## config.mk

```make
export PLATFORM = sky130hd
export DESIGN_NAME = speed_period_counter
export DESIGN_NICKNAME = d
export VERILOG_FILES = /design/src/rtl/speed_period_counter.sv
export SDC_FILE = /design/constraint.sdc
export NUM_CORES = 1
export LEC_CHECK = 0
export CELL_PAD_IN_SITES_DETAIL_PLACEMENT = 1
export CELL_PAD_IN_SITES_GLOBAL_PLACEMENT = 2
export CORE_MARGIN = 5
export CORE_UTILIZATION = 35
export DETAILED_ROUTE_END_ITERATION = 10
export GPL_ROUTABILITY_DRIVEN = 0
export PLACE_DENSITY_LB_ADDON = 0.12
export SLEW_MARGIN = 20
export SYNTH_ARGS = -nofsm -noshare
export SYNTH_HDL_FRONTEND = slang
export SYNTH_SLANG_ARGS = --single-unit
```

## constraint.sdc

```tcl
create_clock -name clock -period 3.6 [get_ports clock]
set_clock_uncertainty 0.05 [all_clocks]
set_input_delay 0.72 -clock clock [delete_from_list [all_inputs] [get_ports clock]]
set_output_delay 0.72 -clock clock [all_outputs]
set_load 0.02 [all_outputs]
```

## src/rtl/speed_period_counter.sv

```systemverilog
// Hall-edge period counter: prescaled timebase, saturating tick count, capture on edge.
// Optional stall report and stalled flag compiled in with SPEED_PERIOD_STALL_EN.
module speed_period_counter #(
    parameter int WIDTH    = 16,
    parameter int PRESCALE = 435
) (
    input  logic             clock,
    input  logic             reset,
    input  logic             enable,
    input  logic             clear,
    input  logic             hall_edge,
    output logic [WIDTH-1:0] count,
    output logic             tick,
    output logic [WIDTH-1:0] period,
    output logic             period_valid,
    output logic             overflow,
    output logic             stalled
);

    localparam int PW = (PRESCALE > 1) ? $clog2(PRESCALE) : 1;
    localparam logic [PW-1:0]    PS_LAST = PW'(PRESCALE - 1);
    localparam logic [WIDTH-1:0] MAX     = '1;
    localparam logic [WIDTH-1:0] MAX_M1  = MAX - WIDTH'(1);

    logic [PW-1:0] prescaler;
    logic          tick_event;
    logic          capture;

    assign tick_event = enable && (prescaler == PS_LAST);
    assign capture    = enable && hall_edge;

    always_ff @(posedge clock or posedge reset) begin
        if (reset) begin
            prescaler    <= '0;
            count        <= '0;
            tick         <= 1'b0;
            period       <= '0;
            period_valid <= 1'b0;
            overflow     <= 1'b0;
        end else begin
            period_valid <= 1'b0;
            tick         <= 1'b0;
            if (clear) begin
                prescaler <= '0;
                count     <= '0;
                overflow  <= 1'b0;
            end else if (capture) begin
                // Pre-increment value is captured; a coincident tick is dropped.
                period       <= count;
                period_valid <= 1'b1;
                prescaler    <= '0;
                count        <= '0;
                overflow     <= 1'b0;
            end else if (enable) begin
                tick <= tick_event;
                if (tick_event) begin
                    prescaler <= '0;
                    if (count == MAX) begin
                        overflow <= 1'b1;
                    end else begin
                        count <= count + 1'b1;
                    end
`ifdef SPEED_PERIOD_STALL_EN
                    // Reaching MAX happens once per restart, so one report per stall.
                    if (count == MAX_M1) begin
                        period       <= MAX;
                        period_valid <= 1'b1;
                    end
`endif
                end else begin
                    prescaler <= prescaler + 1'b1;
                end
            end
        end
    end

`ifdef SPEED_PERIOD_STALL_EN
    always_ff @(posedge clock or posedge reset) begin
        if (reset) begin
            stalled <= 1'b0;
        end else if (clear || capture) begin
            stalled <= 1'b0;
        end else if (tick_event && count == MAX_M1) begin
            stalled <= 1'b1;
        end
    end
`else
    assign stalled = 1'b0;

    logic unused_max_m1;
    assign unused_max_m1 = ^MAX_M1;
`endif

endmodule

```

Word-level counts from Yosys, hierarchy flattened
Cells that the tools add are included.
{"block": "word_totals", "output_inout_bits": 36, "input_bits": 5, "reg_bits": 44, "word_cells": 39}
{"block": "op_classes", "n_eq_ne": 3, "n_addsub": 2, "reduce_logical": 8, "bitwise": 1, "n_mux": 19}
{"cell": "$mux W16", "count": 5}
{"cell": "$mux W9", "count": 4}
{"cell": "$add A16 B1 Y16 const B", "count": 1}
{"cell": "$eq A16 B16 Y1 const B", "count": 1}
{"cell": "$mux W1", "count": 10}
{"cell": "$add A9 B1 Y9 const B", "count": 1}
{"cell": "$eq A9 B9 Y1 const B", "count": 1}
{"cell": "$reduce_bool A3 Y1", "count": 3}
{"cell": "$reduce_and A3 Y1", "count": 2}
{"cell": "$ne A3 B3 Y1 const B", "count": 1}
{"cell": "$logic_and A1 B1 Y1", "count": 2}
{"cell": "$reduce_and A2 Y1", "count": 1}
{"cell": "$not A1 Y1", "count": 1}

Longest topological paths before layout
Gate-level depths: netlist of run 1.
{"block": "logic_depth", "depth_word": 6, "ltp_mapped": 8, "mapped_depth_nobuf": 7}

Least setup slack after synthesis of run 1
Ideal clock, no wire load.
{"block": "synth_timing", "path_kind": "input-to-reg", "startpoint": "input port enable", "endpoint": "register count[13]", "path_buffers": 1, "t_arrival_ps": 2090, "required_time_ps": 3472, "path_slack_ps": 1382, "path_stages": 6, "setup_time_ps": 78, "cell_sequence": "buf_2 > nand3b_1 > o31ai_4 > o21ai_2 > or4_1 > a21oi_1"}
{"block": "synth_via", "elab_chain_cells": 3, "word_cells_on_any_way": 8, "classes_between": "eq/ne: 1; mux: 2; reduce/logical: 5"}
{"item": "from (decl)", "line_no": "9", "source": "input logic enable,"}
{"item": "$logic_and A1 B1 Y1, on equally long branches", "line_no": "30, 29"}
{"item": "$ne A3 B3 Y1 (no line), or another cell as far along"}
{"item": "$reduce_and A3 Y1 (no line) / $mux W16 (equally long branches)"}
{"item": "to (signal assigned)", "line_no": "61", "source": "count <= count + 1'b1;"}
{"item": "to (decl)", "line_no": "12", "source": "output logic [WIDTH-1:0] count,"}
Parallel ways exist; a longest one is shown, timed or not.
A chain may end at the register's enable or synchronous reset.

Worst setup path after layout of run 1
{"block": "layout_timing", "startpoint": "input port enable", "endpoint": "register count[9]"}
The elaborated chain is that of the path after synthesis.

==> results.toml, run 1 <==
[clock_tree]
cts-root-buf = "clkbuf_8"
post_cts_buffers = 0
cts_inserted_buffers = 5
cts_tree = "built"
clock_latency_ns = 0.30
clockBufferDepth = 2
clk_pin_slew_ns = 0.08
cts-hold-fix-buffers = 0
cts_resized = 0
ctsHtreeMaxLevel = 2
cts_sinks = 44

[logic_synthesis]
syn-cell-area_um2 = 2090
synthCells = 185
synth.distinct_cells = 44
syn_nets = 193
ys_ff_latch = 44
synth_edf_count = 0
seq_area_frac_synth_pct = 52.6
yosys_warnings = 0
ys_async_sr_fraction_pct = 100
avgSynthCellArea_um2 = 11.3
synth_flop_cell = "dfrtp_1"

[power]
power_uw = 973
p_clk_share_pct = 38.9
p_int_uw = 742
seqPwrFrac_pct = 52.6
p_leak_nw = 1.13
pwr-share-comb_pct = 8.6
p_per_area_nw_per_um2 = 363
peakVddDrop_uv = 169
p_sw_share_pct = 23.7
p_sw_uw = 231

[sta]
hold_ws_ns = 0.456
rsz0062_at_grt = "false"
setup_viol = 0
fin_ws_ns = 0.915
slew_violations = 0
period_share_pct = 74.6
hold_viol_final = 0
slew_headroom_pct = 61.3
setup_tns_ns = 0
max_freq_ghz = 0.372
period_minus_slack_ns = 2.69
tightest_slew_ns = 0.580

[hold_path]
hold_path.class = "reg -> reg"
hold_depth = 1

[setup_path]
r2r_cells = 6
worstSetupPathType = "in -> reg"
r2r_start = "count[0]$_DFFE_PP0P_"
crit_fanout = 9
crit_start = "enable"
reg2reg_to = "count[13]$_DFFE_PP0P_"
arrival_ns = 2.81
critPathRequiredTime_ns = 3.73
ff2ff_setup_slack_ns = 1.40
cp-endpoint = "count[9]$_DFFE_PP0P_"
startpoint_type = "input pin"
worst_setup_path_end_kind = "flop"

[routing]
first_pass_iters = 4
postRouteAntennaNets = 0
met3_length_um = 240
top_layer = "met4"
routed_wl_mm = 4.90
route.detailed.drc = 0
vias = 1591
drt_iter0_drc = 37
wl_met2_mm = 2.49
wl_met1_mm = 2.10
vias_per_cell = 5.23
wl_per_cell_um = 16.1

[global_routing]
grt_overflow_total = 0
track_usage_pct = 14.1
grt_max_degree = 28
grt_pass1_wl_mm = 8.22
grt_antenna_before_repair = 0
grt_pass1_vias = 1656

[layout]
final_area_um2 = 2680
nFillCells = 640
syn_to_final_growth_pct = 28.0
fin_util_pct = 45.8
final_cell_mix = "dfrtp_1, clkdlybuf4s50_1, nor2_1"
fin_cells = 304
drive_gt1_share_pct = 13.5
final_common_cell = "dfrtp_1"
n_antenna_cell = 0
layout.nets = 236

[place]
portBuffers = 39
dp_hpwl_mm = 3.69
dp.cells = 296
placed_area_um2 = 2570
post-place-ws_ns = 0.607

[status]
status = "completed"

[floorplan]
dieArea_um2 = 7630
num_rows = 28
coreArea_um2 = 5850
initial_core_util_pct = 35.8
ios = 41
dieHeight_um = 87.3
fp.dieW_um = 87.3

[flow_run]
max_cap_violations = 0
==> worst min path at each step <==
stage	from	end
floorplan	prescaler[0]$_DFFE_PP0P_	prescaler[0]$_DFFE_PP0P_
global placement	period[10]$_DFFE_PP0P_	period[10]$_DFFE_PP0P_
detailed placement	period[4]$_DFFE_PP0P_	period[4]$_DFFE_PP0P_
CTS	period[4]$_DFFE_PP0P_	period[4]$_DFFE_PP0P_
global route	period[11]$_DFFE_PP0P_	period[11]$_DFFE_PP0P_
finish	period[4]$_DFFE_PP0P_	period[4]$_DFFE_PP0P_
==> cells by family after synthesis <==
| logic type | share of synthesized area, % |
|---|---|
| flops | 52.6 |
| fa+ha+maj | 1.79 |
| compound gates | 11.6 |
| xor+xnor | 6.28 |
| other cells | 0.179 |
| buf+inv | 2.21 |
| mux | 8.55 |
| simple gates | 16.8 |
==> routing by layer <==
layer / global-route usage [%] / up-vias
met5: 0 / -
met4: 5.58 / 0
met3: 3.78 / 5
met2: 24.2 / 25
met1: 16.6 / 812
li1: - / 749
==> registers in the layout (all words and copies together) (netlist names) <==
name / count
overflow: 1
tick: 1
period_valid: 1
period: 16
count: 16
prescaler: 9
==> power groups by stage <==
stage	Sequential [mW]	Clock [mW]	Combinational, mW
2_1_floorplan	0.530	0	0.0404
3_3_place_gp	0.521	0	0.0838
3_5_place_dp	0.522	0	0.0855
4_1_cts	0.512	0.391	0.0856
5_1_grt	0.514	0.410	0.0925
6_report	0.511	0.378	0.0832
==> cell type report <==
| cell class | instances | area, um2 | area share [%] |
|---|---|---|---|
| multi-input combinational | 130 | 946 | 35.3 |
| inverter | 5 | 18.8 | 0.700 |
| sequential | 44 | 1100 | 41.1 |
| clock inverter | 2 | 35.0 | 1.31 |
| timing repair buffer | 42 | 413 | 15.4 |
| tap | 75 | 93.8 | 3.50 |
| clock buffer | 6 | 72.6 | 2.71 |
==> cells in the mapped netlist, types with 2 or more instances <==
| cell | count | area, um2 |
|---|---|---|
| a21oi_1 | 2 | 10.0 |
| a31oi_1 | 2 | 12.5 |
| a32o_1 | 2 | 20.0 |
| and2_1 | 4 | 25.0 |
| and3_1 | 4 | 25.0 |
| and4_1 | 3 | 26.3 |
| clkbuf_1 | 4 | 15.0 |
| dfrtp_1 | 44 | 1100 |
| ha_1 | 3 | 37.5 |
| inv_1 | 5 | 18.8 |
| mux2_2 | 15 | 169 |
| nand2_1 | 14 | 52.6 |
| nand3_1 | 5 | 25.0 |
| nand3b_1 | 2 | 15.0 |
| nand4_1 | 4 | 25.0 |
| nor2_1 | 17 | 63.8 |
| nor3_1 | 4 | 20.0 |
| nor4_1 | 2 | 12.5 |
| o2111ai_1 | 3 | 26.3 |
| o211ai_1 | 2 | 15.0 |
| o21ai_0 | 6 | 30.0 |
| o31ai_1 | 3 | 22.5 |
| xnor2_1 | 6 | 52.6 |
| xor2_1 | 9 | 78.8 |
==> critical path, stage by stage <==
cell	delay [ns]
clkdlybuf4s50_1	0.58
a21oi_2	0.46
nand4_1	0.35
o21ai_2	0.41
or2_1	0.21
o41ai_2	0.08
Note: power is estimated with default switching activity, not from simulation.
==> run 2: changes to the inputs <==
--- a/config.mk
+++ b/config.mk
@@ -8,7 +8,7 @@
 export CELL_PAD_IN_SITES_DETAIL_PLACEMENT = 1
 export CELL_PAD_IN_SITES_GLOBAL_PLACEMENT = 2
 export CORE_MARGIN = 5
-export CORE_UTILIZATION = 35
+export CORE_UTILIZATION = 30
 export DETAILED_ROUTE_END_ITERATION = 10
 export GPL_ROUTABILITY_DRIVEN = 0
 export PLACE_DENSITY_LB_ADDON = 0.12
==> constraint.sdc (replaced) <==
create_clock -name clock -period 2.35 [get_ports clock]
set_clock_uncertainty 0.05 [all_clocks]
set_input_delay 0.47 -clock clock [delete_from_list [all_inputs] [get_ports clock]]
set_output_delay 0.47 -clock clock [all_outputs]
set_load 0.02 [all_outputs]
==> run 2 against run 1 <==
Effect of this change:
- global-route usage decreased by 0.70 points
- routed wire length is 10% higher
- cell area increased by 6.6%
- sequential power grew 54%
- clock power grew 70%
- register-to-register slack lost 1.1 ns
- final cell count rose by 12%
- sequential cell count did not move
- power grew 62%
==> results.toml, run 2 (synthesis gave the netlist of run 1 again) <==
[sta]
hold_ws_ns = 0.448
hold_viol_final = 0
setup_viol = 0
tightest_slew_ns = 0.710
rsz0062_at_grt = "false"
slew_headroom_pct = 52.4
max_freq_ghz = 0.481
period_minus_slack_ns = 2.08
fin_ws_ns = 0.272
period_share_pct = 88.4
slew_violations = 0

[power]
p_leak_nw = 1.22
p_int_mw = 1.21
p_per_area_nw_per_um2 = 552
peakVddDrop_uv = 241
p_sw_uw = 366
pwr-share-comb_pct = 9.6
power_mw = 1.58
seqPwrFrac_pct = 49.7
p_sw_share_pct = 23.2
p_clk_share_pct = 40.7

[floorplan]
ios = 41
fp.dieW_um = 93.5
dieArea_um2 = 8750
coreArea_um2 = 6790
num_rows = 30
initial_core_util_pct = 30.8
dieHeight_um = 93.5

[layout]
n_antenna_cell = 0
final_area_um2 = 2860
multiInputGateArea_um2 = 946
reg.largest.list = "count: 16 flops, period: 16 flops, prescaler: 9 flops"
layout.nets = 252
drive_gt1_share_pct = 19.2
syn_to_final_growth_pct = 36.5
nFillCells = 755
final_cell_mix = "dfrtp_1, clkdlybuf4s50_1, buf_4"
final_common_cell = "dfrtp_1"
seqCellArea_um2 = 1100

[routing]
routed_wl_mm = 5.40
vias_per_cell = 4.83
first_pass_iters = 4
postRouteAntennaNets = 0
vias = 1646
route.detailed.drc = 0
wl_per_cell_um = 15.8
drt_iter0_drc = 43

[setup_path]
r2r_cells = 6
crit_start = "enable"
arrival_ns = 2.25
startpoint_type = "input pin"
reg2reg_to = "count[11]$_DFFE_PP0P_"
cp-endpoint = "count[13]$_DFFE_PP0P_"
worstSetupPathType = "in -> reg"
worst_setup_path_end_kind = "flop"
ff2ff_setup_slack_ns = 0.27
r2r_start = "count[0]$_DFFE_PP0P_"
critPathRequiredTime_ns = 2.52
crit_fanout = 4

[flow_run]
max_cap_violations = 0

[clock_tree]
cts-hold-fix-buffers = 0
cts-root-buf = "clkbuf_8"
clock_latency_ns = 0.30
cts_tree = "built"
cts_sinks = 44
clk_pin_slew_ns = 0.09
cts_inserted_buffers = 5
cts_resized = 0
clockBufferDepth = 2
ctsHtreeMaxLevel = 2
post_cts_buffers = 0

[global_routing]
grt_antenna_before_repair = 0
grt_pass1_vias = 1792
track_usage_pct = 13.4
grt_overflow_total = 0
grt_max_degree = 28
grt_pass1_wl_mm = 9.20

[place]
placed_area_um2 = 2730
post-place-ws_ns = -0.0322
dp_hpwl_mm = 4.17
portBuffers = 39

[hold_path]
hold_path.class = "in -> async"

[status]
status = "completed"
run 2: metal layers:
| metal | up-vias | share of wire, % | track usage [%] | wire, um |
|---|---|---|---|---|
| met3 | 6 | 3.7 | 3.38 | 200 |
| met5 | - | 0 | 0 | 0 |
| met4 | 0 | 1.3 | 4.33 | 72 |
| met1 | 827 | 47 | 17.4 | 2560 |
| li1 | 781 | - | - | - |
| met2 | 32 | 48 | 21.8 | 2570 |
run 2: cell type report:
cell class	instances	share of cell area [%]
Inverter	5	0.657
Clock buffer	7	3.37
Sequential cell	44	38.5
Timing Repair Buffer	58	19.1
Clock inverter	1	1.05
Multi-Input combinational cell	130	33.1
Tap cell	96	4.20
run 2: worst max-delay path, stage by stage:
cell and delay [ns]:
clkdlybuf4s50_1 0.55, nand3b_1 0.19, o31ai_4 0.29, o21ai_2 0.13
or4_1 0.47, a21oi_1 0.15
run 2: metrics by stage:
step,util (%),TNS [ns],std cells
2_1_floorplan,-,0,185
3_3_place_gp,40.2,0,333
3_5_place_dp,40.2,-0.0893,333
4_1_cts,42.1,0,341
5_1_grt,42.1,0,341
6_report,42.1,0,341
run 2: worst min path at each step:
stage | to | slack (ns) | cells after the start
after floorplan | prescaler[0]$_DFFE_PP0P_ | 0.45 | 1
after global placement | period[10]$_DFFE_PP0P_ | 0.41 | 2
after detailed placement | period[15]$_DFFE_PP0P_ | 0.44 | 1
after CTS | period[10]$_DFFE_PP0P_ | 0.47 | 2
after global routing | period[14]$_DFFE_PP0P_ | 0.48 | 1
final | period[1]$_DFFE_PP0P_ | 0.45 | 2
run 2: power by group through the flow:
| stage | logic (mW) | clock network [mW] | registers (mW) |
|---|---|---|---|
| 2_1_floorplan | 0.0619 | 0 | 0.811 |
| 3_3_place_gp | 0.149 | 0 | 0.798 |
| 3_5_place_dp | 0.155 | 0 | 0.800 |
| 6_report | 0.151 | 0.643 | 0.785 |
| 5_1_grt | 0.166 | 0.695 | 0.788 |
| 4_1_cts | 0.155 | 0.664 | 0.785 |
==> run 3: changes to the inputs <==
==> constraint.sdc (replaced) <==
create_clock -name clock -period 2.35 [get_ports clock]
set_clock_uncertainty 0.05 [all_clocks]
set_input_delay 0.3525 -clock clock [delete_from_list [all_inputs] [get_ports clock]]
set_output_delay 0.3525 -clock clock [all_outputs]
set_load 0.05 [all_outputs]
==> run 3 against run 2 <==
Effect of this change:
- worst hold slack got worse by 0.0018 ns
- via count barely moved
- register-to-register slack improved by 0.02 ns
- maximum frequency rose by 1.2%
==> results.toml, run 3 (synthesis gave the netlist of run 1 again) <==
[clock_tree]
post_cts_buffers = 0
cts-hold-fix-buffers = 0
clockBufferDepth = 2
cts_inserted_buffers = 5
cts-root-buf = "clkbuf_8"
cts_sinks = 44
cts_resized = 0
ctsHtreeMaxLevel = 2
clk_pin_slew_ns = 0.08
clock_latency_ns = 0.29
cts_tree = "built"

[sta]
period_share_pct = 87.4
tightest_slew_ns = 0.577
slew_violations = 0
rsz0062_at_grt = "false"
hold_ws_ns = 0.447
max_freq_ghz = 0.487
hold_viol_final = 0
setup_viol = 0
setup_tns_ns = 0
period_minus_slack_ns = 2.05
slew_headroom_pct = 61.6

[layout]
final_cell_mix = "dfrtp_1, clkdlybuf4s50_1, buf_4"
reg.largest.list = "count: 16 flops, period: 16 flops, prescaler: 9 flops"
layout.nets = 251
drive_gt1_share_pct = 18.0
final_common_cell = "dfrtp_1"
final_area_um2 = 2800
syn_to_final_growth_pct = 33.8
n_antenna_cell = 0

[floorplan]
initial_core_util_pct = 30.8
dieHeight_um = 93.5
ios = 41
fp.dieW_um = 93.5
dieArea_um2 = 8750
coreArea_um2 = 6790
num_rows = 30

[power]
p_int_mw = 1.07
p_clk_share_pct = 33.6
p_leak_nw = 1.19
seqPwrFrac_pct = 54.2
p_per_area_nw_per_um2 = 516
peakVddDrop_uv = 231
p_sw_uw = 374
p_sw_share_pct = 25.8
pwr-share-comb_pct = 12.1

[routing]
route.detailed.drc = 0
drt_iter0_drc = 49
first_pass_iters = 4
vias_per_cell = 4.84
vias = 1647
postRouteAntennaNets = 0
wl_per_cell_um = 15.5
routed_wl_mm = 5.27

[setup_path]
startpoint_type = "flop"
arrival_ns = 2.18
critPathMaxStageDelay_ns = 0.48
worstSetupPathType = "reg -> reg"
slowest_stage = "a2111oi_1"
critPathRequiredTime_ns = 2.48
worstPathCellList = "ha_1, and4_1, and3_1, a2111oi_1, xnor2_1, nor2_1"
worst_setup_path_end_kind = "flop"
crit_fanout = 6

[global_routing]
grt_pass1_wl_mm = 9.18
grt_max_degree = 45
grt_overflow_total = 0
grt_antenna_before_repair = 0
grt_pass1_vias = 1764
track_usage_pct = 13.2

[place]
dp_hpwl_mm = 4.04
portBuffers = 39
placed_area_um2 = 2710

[status]
status = "completed"

[flow_run]
max_cap_violations = 0

[hold_path]
hold_path.class = "in -> async"
run 3: changes by cell type in the layout (fill, tap and decap cells not counted):
cell / before / now
bufinv_16: 1 / 0
clkbuf_8: 7 / 6
clkbuf_1: 0 / 2
buf_12: 1 / 0
run 3: path summary, 6_finish.rpt:
check / cells past startpoint / end / from / slack (ns)
worst max-delay path: 6 / count[11]$_DFFE_PP0P_ / count[0]$_DFFE_PP0P_ / 0.30
max in group asynchronous: 3 / count[10]$_DFFE_PP0P_ / reset / 1.39
worst max register to register: 6 / count[11]$_DFFE_PP0P_ / count[0]$_DFFE_PP0P_ / 0.30
worst min register to register: 2 / period[10]$_DFFE_PP0P_ / period[10]$_DFFE_PP0P_ / 0.45
worst min-delay path: 3 / prescaler[1]$_DFFE_PP0P_ / reset / 0.45
min in group clock: 2 / period[10]$_DFFE_PP0P_ / period[10]$_DFFE_PP0P_ / 0.45
run 3: cell type report:
class                           instances  area [um2]
Inverter                                5        18.8
Fill cell                             755        3990
Sequential cell                        44        1100
Clock buffer                            8        90.1
Tap cell                               96         120
Timing Repair Buffer                   57         526
Multi-Input combinational cell        130         946
run 3: through the flow:
stage / std cells / utilization [%] / setup WS (ns) / power [mW]
3_3_place_gp: 332 / 39.9 / 0.0954 / 0.973
4_1_cts: 340 / 41.2 / 0.279 / 1.48
6_report: 340 / 41.2 / 0.296 / 1.45
2_1_floorplan: 185 / - / 0.161 / 0.903
5_1_grt: 340 / 41.2 / 0.158 / 1.51
3_5_place_dp: 332 / 39.9 / 0.0569 / 0.979
run 3: power groups by stage:
| stage | logic [mW] | registers [mW] | clock network, mW |
|---|---|---|---|
| 2_1_floorplan | 0.0640 | 0.839 | 0 |
| 3_3_place_gp | 0.175 | 0.798 | 0 |
| 3_5_place_dp | 0.179 | 0.800 | 0 |
| 5_1_grt | 0.190 | 0.788 | 0.537 |
| 6_report | 0.176 | 0.785 | 0.486 |
| 4_1_cts | 0.180 | 0.785 | 0.513 |
run 3: worst max-delay path: cells and delay by family (launching register included):
family	cells	cell delay, ns
DFF	1	0.45
adders and majority gates	1	0.25
xor gates and xnor gates	1	0.17
and+or+nand+nor	3	0.55
AOI/OAI and AO/OA	1	0.48
run 3: layer usage:
metal | routed length [um] | track usage (%) | up-vias
met1 | 2430 | 16.9 | 827
met4 | 87 | 4.57 | 0
met3 | 210 | 2.98 | 8
met5 | 0 | 0 | -
met2 | 2550 | 21.9 | 32
li1 | - | - | 780
